===== src/rtl/timer_device_if.sv =====
// Peripheral-bus port bundle for one timer slot. The bridge (master) drives
// the decoded address, write strobe and write data; the timer (slave) returns
// combinational read data and its interrupt request.
interface timer_device_if;
   logic [31:2] Addr;
   logic        WE;
   logic [31:0] Din;
   logic [31:0] Dout;
   logic        IRQ;

   modport master (output Addr, output WE, output Din, input Dout, input IRQ);
   modport slave  (input Addr, input WE, input Din, output Dout, output IRQ);
endinterface


===== src/rtl/timer_device.sv =====
// Programmable 32-bit down-counting timer with one-shot and auto-reload
// modes and a maskable interrupt request. Registers: CTRL, PRESET, COUNT.
module timer_device (
   input  logic           clk,
   input  logic           reset,
   timer_device_if.slave  bus
);

   typedef enum logic [1:0] {
      S_IDLE = 2'd0,
      S_LOAD = 2'd1,
      S_CNT  = 2'd2,
      S_INT  = 2'd3
   } state_t;

   localparam logic [1:0] REG_CTRL   = 2'd0;
   localparam logic [1:0] REG_PRESET = 2'd1;
   localparam logic [1:0] REG_COUNT  = 2'd2;

   state_t      state, state_nxt;
   logic [3:0]  ctrl;          // {IM, Mode[1:0], Enable}
   logic [31:0] preset;
   logic [31:0] count, count_nxt;
   logic        irq_flag, irq_flag_nxt;
   logic        clr_enable;    // one-shot completion drops Enable

   logic [1:0]  sel;
   logic        ctrl_en;
   logic        auto_reload;
   logic        wr_ctrl;
   logic        wr_preset;

   // Only Addr[3:2] selects a register; the bridge has already matched the slot.
   logic        unused_addr_bits;
   assign unused_addr_bits = ^bus.Addr[31:4];

   assign sel         = bus.Addr[3:2];
   assign ctrl_en     = ctrl[0];
   assign auto_reload = (ctrl[2:1] == 2'b01);
   assign wr_ctrl     = bus.WE && (sel == REG_CTRL);
   assign wr_preset   = bus.WE && (sel == REG_PRESET);

   // State register.
   // NOTE: sequential state uses non-blocking assignments so every flop samples
   // pre-edge values regardless of the order the always blocks are evaluated in.
   always_ff @(posedge clk or posedge reset) begin
      if (reset) state <= S_IDLE;
      else       state <= state_nxt;
   end

   // Next-state, next-count and interrupt-flag decisions.
   // NOTE: every output of this block gets a default first, so no path leaves a
   // signal unassigned and no latch is inferred.
   always_comb begin
      state_nxt    = state;
      count_nxt    = count;
      irq_flag_nxt = irq_flag;
      clr_enable   = 1'b0;
      unique case (state)
         S_IDLE: begin
            if (ctrl_en) begin
               state_nxt    = S_LOAD;
               irq_flag_nxt = 1'b0;
            end
         end
         S_LOAD: begin
            count_nxt = preset;
            state_nxt = S_CNT;
         end
         S_CNT: begin
            if (!ctrl_en) begin
               state_nxt = S_IDLE;
            end else if (count > 32'd1) begin
               count_nxt = count - 32'd1;
            end else begin
               // A preset of 0 lands here too and behaves like a preset of 1.
               count_nxt    = 32'd0;
               irq_flag_nxt = 1'b1;
               state_nxt    = S_INT;
            end
         end
         S_INT: begin
            if (auto_reload) irq_flag_nxt = 1'b0;
            else             clr_enable   = 1'b1;
            state_nxt = S_IDLE;
         end
         default: state_nxt = S_IDLE;
      endcase
   end

   // CTRL register: a CPU write wins over the one-shot Enable clear.
   always_ff @(posedge clk or posedge reset) begin
      if (reset) begin
         ctrl <= 4'd0;
      end else if (wr_ctrl) begin
         ctrl <= bus.Din[3:0];
      end else if (clr_enable) begin
         ctrl[0] <= 1'b0;
      end
   end

   // PRESET register: only sampled in LOAD, so a write never disturbs a running count.
   always_ff @(posedge clk or posedge reset) begin
      if (reset)          preset <= 32'd0;
      else if (wr_preset) preset <= bus.Din;
   end

   // COUNT and interrupt flag follow the FSM decisions; COUNT is not CPU-writable.
   always_ff @(posedge clk or posedge reset) begin
      if (reset) begin
         count    <= 32'd0;
         irq_flag <= 1'b0;
      end else begin
         count    <= count_nxt;
         irq_flag <= irq_flag_nxt;
      end
   end

   // Zero-wait-state read mux.
   always_comb begin
      bus.Dout = 32'd0;
      unique case (sel)
         REG_CTRL:   bus.Dout = {28'd0, ctrl};
         REG_PRESET: bus.Dout = preset;
         REG_COUNT:  bus.Dout = count;
         default:    bus.Dout = 32'd0;
      endcase
   end

   assign bus.IRQ = ctrl[3] & irq_flag;

endmodule

===== src/flat_wrapper.sv =====
// flat-port wrapper written by rule: the top's interface ports become plain ports
module timer_device_flat 
  (clk, reset, bus_Addr, bus_WE, bus_Din, bus_Dout, bus_IRQ);
  timer_device_if bus_i ();
  input  logic clk;
  input  logic reset;
  input wire logic [$bits(bus_i.Addr)-1:0] bus_Addr;
  input wire logic [$bits(bus_i.WE)-1:0] bus_WE;
  input wire logic [$bits(bus_i.Din)-1:0] bus_Din;
  output wire logic [$bits(bus_i.Dout)-1:0] bus_Dout;
  output wire logic [$bits(bus_i.IRQ)-1:0] bus_IRQ;
  assign bus_i.Addr = bus_Addr;
  assign bus_i.WE = bus_WE;
  assign bus_i.Din = bus_Din;
  assign bus_Dout = bus_i.Dout;
  assign bus_IRQ = bus_i.IRQ;
  timer_device u_core (.clk(clk), .reset(reset), .bus(bus_i));
endmodule

===== config.mk =====
export PLATFORM = sky130hd
export DESIGN_NAME = timer_device_flat
export DESIGN_NICKNAME = d
export VERILOG_FILES = /design/src/rtl/timer_device_if.sv /design/src/rtl/timer_device.sv /design/src/flat_wrapper.sv
export SDC_FILE = /design/constraint.sdc
export NUM_CORES = 1
export LEC_CHECK = 0
export ABC_AREA = 1
export CAP_MARGIN = 20
export CORE_MARGIN = 5
export CORE_UTILIZATION = 45
export CTS_CLUSTER_SIZE = 16
export DETAILED_ROUTE_END_ITERATION = 6
export PLACE_DENSITY = 0.77
export SLEW_MARGIN = 5
export SYNTH_ARGS = -nofsm -noshare
export SYNTH_HDL_FRONTEND = slang
export SYNTH_SLANG_ARGS = --single-unit

===== constraint.sdc =====
create_clock -name clk -period 5.2 [get_ports clk]
set_input_delay 0.78 -clock clk [delete_from_list [all_inputs] [get_ports clk]]
set_output_delay 0.78 -clock clk [all_outputs]
set_load 0.01 [all_outputs]

== Yosys cells after proc, flatten, opt, wreduce, memory -nomap -nowiden ==
Cells that the tools add are included.

* Flip-flop bits (word level): 71
* Logic and storage cells: 47
* Output and inout port bits: 33
* Input port bits: 65

* Add/subtract/negate cells: 1
* Magnitude comparators: 1
* Equality and inequality tests: 11
* Mux-type cells: 17
* Reduce and logical (&&, ||, !) cells: 10
* Bitwise logic cells: 1

{| class="wikitable"
|+ Operator list
! kind !! count
|-
| 32-bit one-hot mux with 3 select lines || 1
|-
| 32-bit 2-to-1 mux || 2
|-
| 32-bit one-hot mux with 2 select lines || 1
|-
| 32-bit by 1-bit greater-than comparator with 1-bit output, second input constant || 1
|-
| 32-bit by 1-bit subtractor with 32-bit output, second input constant || 1
|-
| 1-bit 2-to-1 mux || 8
|-
| 2-bit one-hot mux with 4 select lines || 1
|-
| 2-bit by 1-bit == test with 1-bit output, second input constant || 3
|-
| 2-bit == test, second input constant || 3
|-
| 2-bit 2-to-1 mux || 3
|-
| 2-bit by 1-bit != test with 1-bit output, second input constant || 3
|-
| 5-bit AND reduction || 1
|-
| 2-bit zero test || 2
|-
| 2-bit AND reduction || 2
|-
| 2-bit nonzero test || 2
|-
| 3-bit != test, second input constant || 1
|-
| 1-bit one-hot mux with 3 select lines || 1
|-
| 3-bit nonzero test || 1
|-
| 1-bit logical AND || 2
|-
| 2-bit != test, second input constant || 1
|-
| 1-bit bitwise AND || 1
|}

== Logic depth before layout (Yosys ltp) ==
* Word-level depth: 5
* Depth in mapped cells: 13
* Depth with buffers taken out: 13

== Worst setup path before layout ==
Ideal clock, no wire load.

* Kind: input -> output
* Start point: input bus_Addr[0]
* End point: output bus_Dout[16]
* Arrival: 1.618 ns
* Stages on the path: 5
* Slack: 2.802 ns
* Required time: 4.420 ns
* Path buffers: 1
* Cells stage by stage: inv_1 nor2_4 clkinv_1 clkbuf_1 o22ai_1

* Word-level cells in the longest chain between the ends: 2
* Elaborated cells between the ends (all ways): 4
* Those cells by class: eq/ne (2); mux (1); reduce/logical (1)

{| class="wikitable"
|+ Ends and longest elaborated chain
! element !! RTL line !! source
|-
| start: declaration || flat_wrapper.sv:7 || <nowiki>input wire logic [$bits(bus_i.Addr)-1:0] bus_Addr;</nowiki>
|-
| 2-bit == test (tied with other cells) || timer_device.sv:122 || <nowiki>unique case (sel)</nowiki>
|-
| 32-bit one-hot mux with 3 select lines * || timer_device.sv:122 ||
|-
| end: declaration || flat_wrapper.sv:10 || <nowiki>output wire logic [$bits(bus_i.Dout)-1:0] bus_Dout;</nowiki>
|}

Every way passes the cells marked *; elsewhere a longest branch is shown, timed or not.

== Final worst setup path ==
* Start point: input bus_Addr[1]
* End point: output bus_Dout[24]

Same word-level chain as after synthesis.

==> impl_metrics.yaml <==
yosys:
  synth_seq_area_share: 0.396
  synthArstFlopShare: 1.00
  synthFlopType: "dfrtp_1"
  ys_warn_count: 0
  yosysUniqueCellTypes: 36
  post-synth-top-area-cell: "dfrtp_1"
  synth.area.top_cells: "dfrtp_1 40%, nand2_1 15%, nor2_1 6.5%"
  synthesis.nets: 694
  yosysTopAreaCellShare: 0.396
  ys_ff_latch: 71
  syn_inst: 627
  synth-edff-count: 0
  syn_area_um2: 4490
  syn_avg_cell_area_um2: 7.16
  synthTopCellsByCount: "183 x nand2_1, 78 x nor2_1, 71 x dfrtp_1"
  synth_most_common_cell: "nand2_1"
critical_path:
  r2r_start: "u_core.state[0]"
  crit_start: "bus_Addr[1]"
  path_max_fanout: 17
  cp_data_required_time_ns: 4.42
  arrival_ns: 2.94
  end_kind: "output port"
  critPathLaunchType: "input port"
  worstSetupPathType: "in2out"
detailed_routing:
  routed_wl_um: 12600
  drc: 0
  antenna_left: 0
  via_per_inst: 5.19
  drt_first_iter_violations: 239
  wl_per_cell_um: 15.2
  vias: 4282
  dr.pass1.iters: 5
clock_tree:
  htree_levels: 3
  clock_latency_ns: 0.36
  clk_pin_slew_ns: 0.08
  cts_buffer_depth: 2
  root_buffer: "clkbuf_8"
  cts_tree: "done"
  postCtsSetupBuffers: 0
  cts_buffers: 9
  cts_resized: 0
  clock_sinks: 71
  cts_hold_buf: 0
sta:
  setup_ws_ns: 1.48
  worst_pin_slew_ns: 0.984
  final.setup.tns_ns: 0
  slew_violations: 0
  finalHoldViolCount: 0
  fin_crit_sh: 0.715
  rsz0062_at_grt: "false"
  hold_slack_ns: 0.498
  fmax_mhz: 269
  min_period_ns: 3.72
  finalSetupViolCount: 0
  fin_skew_ns: 0.0106
  max-slew-margin-rel: 0.342
placed_design:
  dp.cells: 809
  pre_cts_ws_ns: 1.25
  io_buffers: 69
  dp_hpwl_um: 9080
  gp_congestion: 0.952
pwr:
  p_leak_uw: 0.00254
  power_density_nw_per_um2: 486
  vdd_ir_drop_max_uv: 207
  p_total_uw: 2670
floorplan:
  die_h_um: 110
  coreArea_um2: 9730
  rows: 36
  start_util: 0.461
  pin_count: 98
  die_w_um: 110
  die-area_um2: 12100
finish:
  layout-drive-gt1-share: 0.124
  syn_to_final_growth_pct: 22.3
  fillers: 945
  fin_cells: 825
  antennaDiodeCount: 0
  num-nets-final: 755
flow_run:
  cap_violations: 0
outcome:
  status: "completed"
grt:
  grt-ovfl-total: 0
  grt_pass1_vias: 4354
  antenna_found_initial: 0
  grt_pass1_wl_um: 20900
  grt_max_degree: 52
  grt_use_total: 0.220
min_path:
  hold_path_class: "reg2reg"
  min-delay-start: "u_core.preset[0]"
worst max-delay path, stage by stage:
cell and delay (ns):
clkdlybuf4s50_1 0.52, nor2_4 0.15, clkinv_1 0.48, o22ai_1 0.39, clkdlybuf4s50_1 0.60
cell families (layout without fill, tap and decap cells):
family,after synthesis,in the layout,synth area share
buffers and inverters,100,165,0.0962
muxes,13,13,0.0326
adders and majority gates,2,2,0.00558
AOI/OAI and AO/OA,113,113,0.142
xor gates and xnor gates,8,8,0.0156
and+or+nand+nor,320,320,0.312
DFF,71,71,0.396
area by class of cell:
cell class | instances | area (um^2) | share of cell area
Clock buffer | 10 | 138 | 0.0251
Clock inverter | 5 | 106 | 0.0194
Inverter | 78 | 298 | 0.0543
Multi-Input combinational cell | 456 | 2280 | 0.416
Sequential cell | 71 | 1780 | 0.324
Tap cell | 133 | 166 | 0.0303
Timing Repair Buffer | 72 | 721 | 0.131
metal layers:
metal  routed length [um]  GRT usage  part of all wire
met1                 5660      0.295              0.45
met2                 6070      0.369              0.48
met3                  577     0.0217             0.046
met4                  248     0.0828             0.020
met5                    0          0                 0
flip-flops by register name, summed over array words and instances (netlist names):
register	flops
u_core.preset	32
u_core.state	2
u_core.ctrl	4
u_core.count	32
u_core.irq_flag	1
stage by stage:
stage          area [um^2]  utilization
2_1_floorplan         4490            -
3_3_place_gp          5230        0.537
3_5_place_dp          5230        0.537
4_1_cts               5470        0.562
5_1_grt               5490        0.564
6_report              5490        0.564
path summary, 6_finish.rpt:
path                               endpoint  slack, ns  cells after the start
min reg2reg                u_core.preset[0]       0.50                      2
max reg2reg                u_core.count[27]       2.69                      8
min                        u_core.preset[0]       0.50                      2
max in group asynchronous   u_core.count[4]       3.34                      3
min in group asynchronous  u_core.preset[5]       0.83                      2
max                            bus_Dout[24]       1.48                      5
power breakdown:
group          switching [uW]  leakage (uW)  internal (uW)
registers                 189      0.000835            728
clock network             218      0.000119            330
logic                     764       0.00158            435
placed cells by master (no fill, tap or decap), types with 2 or more instances in the layout:
cell type,count
o21ai_0,45
mux2_2,13
a21oi_2,7
buf_4,2
nand4_1,3
clkdlybuf4s50_1,69
nand2_1,182
o22ai_1,15
nand3_2,8
a21oi_1,20
ha_1,2
nand3_1,24
nor2_4,5
nand2_2,4
o21ai_1,19
o221ai_1,2
inv_1,62
bufinv_16,3
nor2_1,78
nor2_2,10
inv_2,14
clkbuf_8,10
o211ai_1,3
nand2_4,2
dfrtp_1,71
xor2_1,8
No activity file was read; power rests on OpenSTA's default activity.
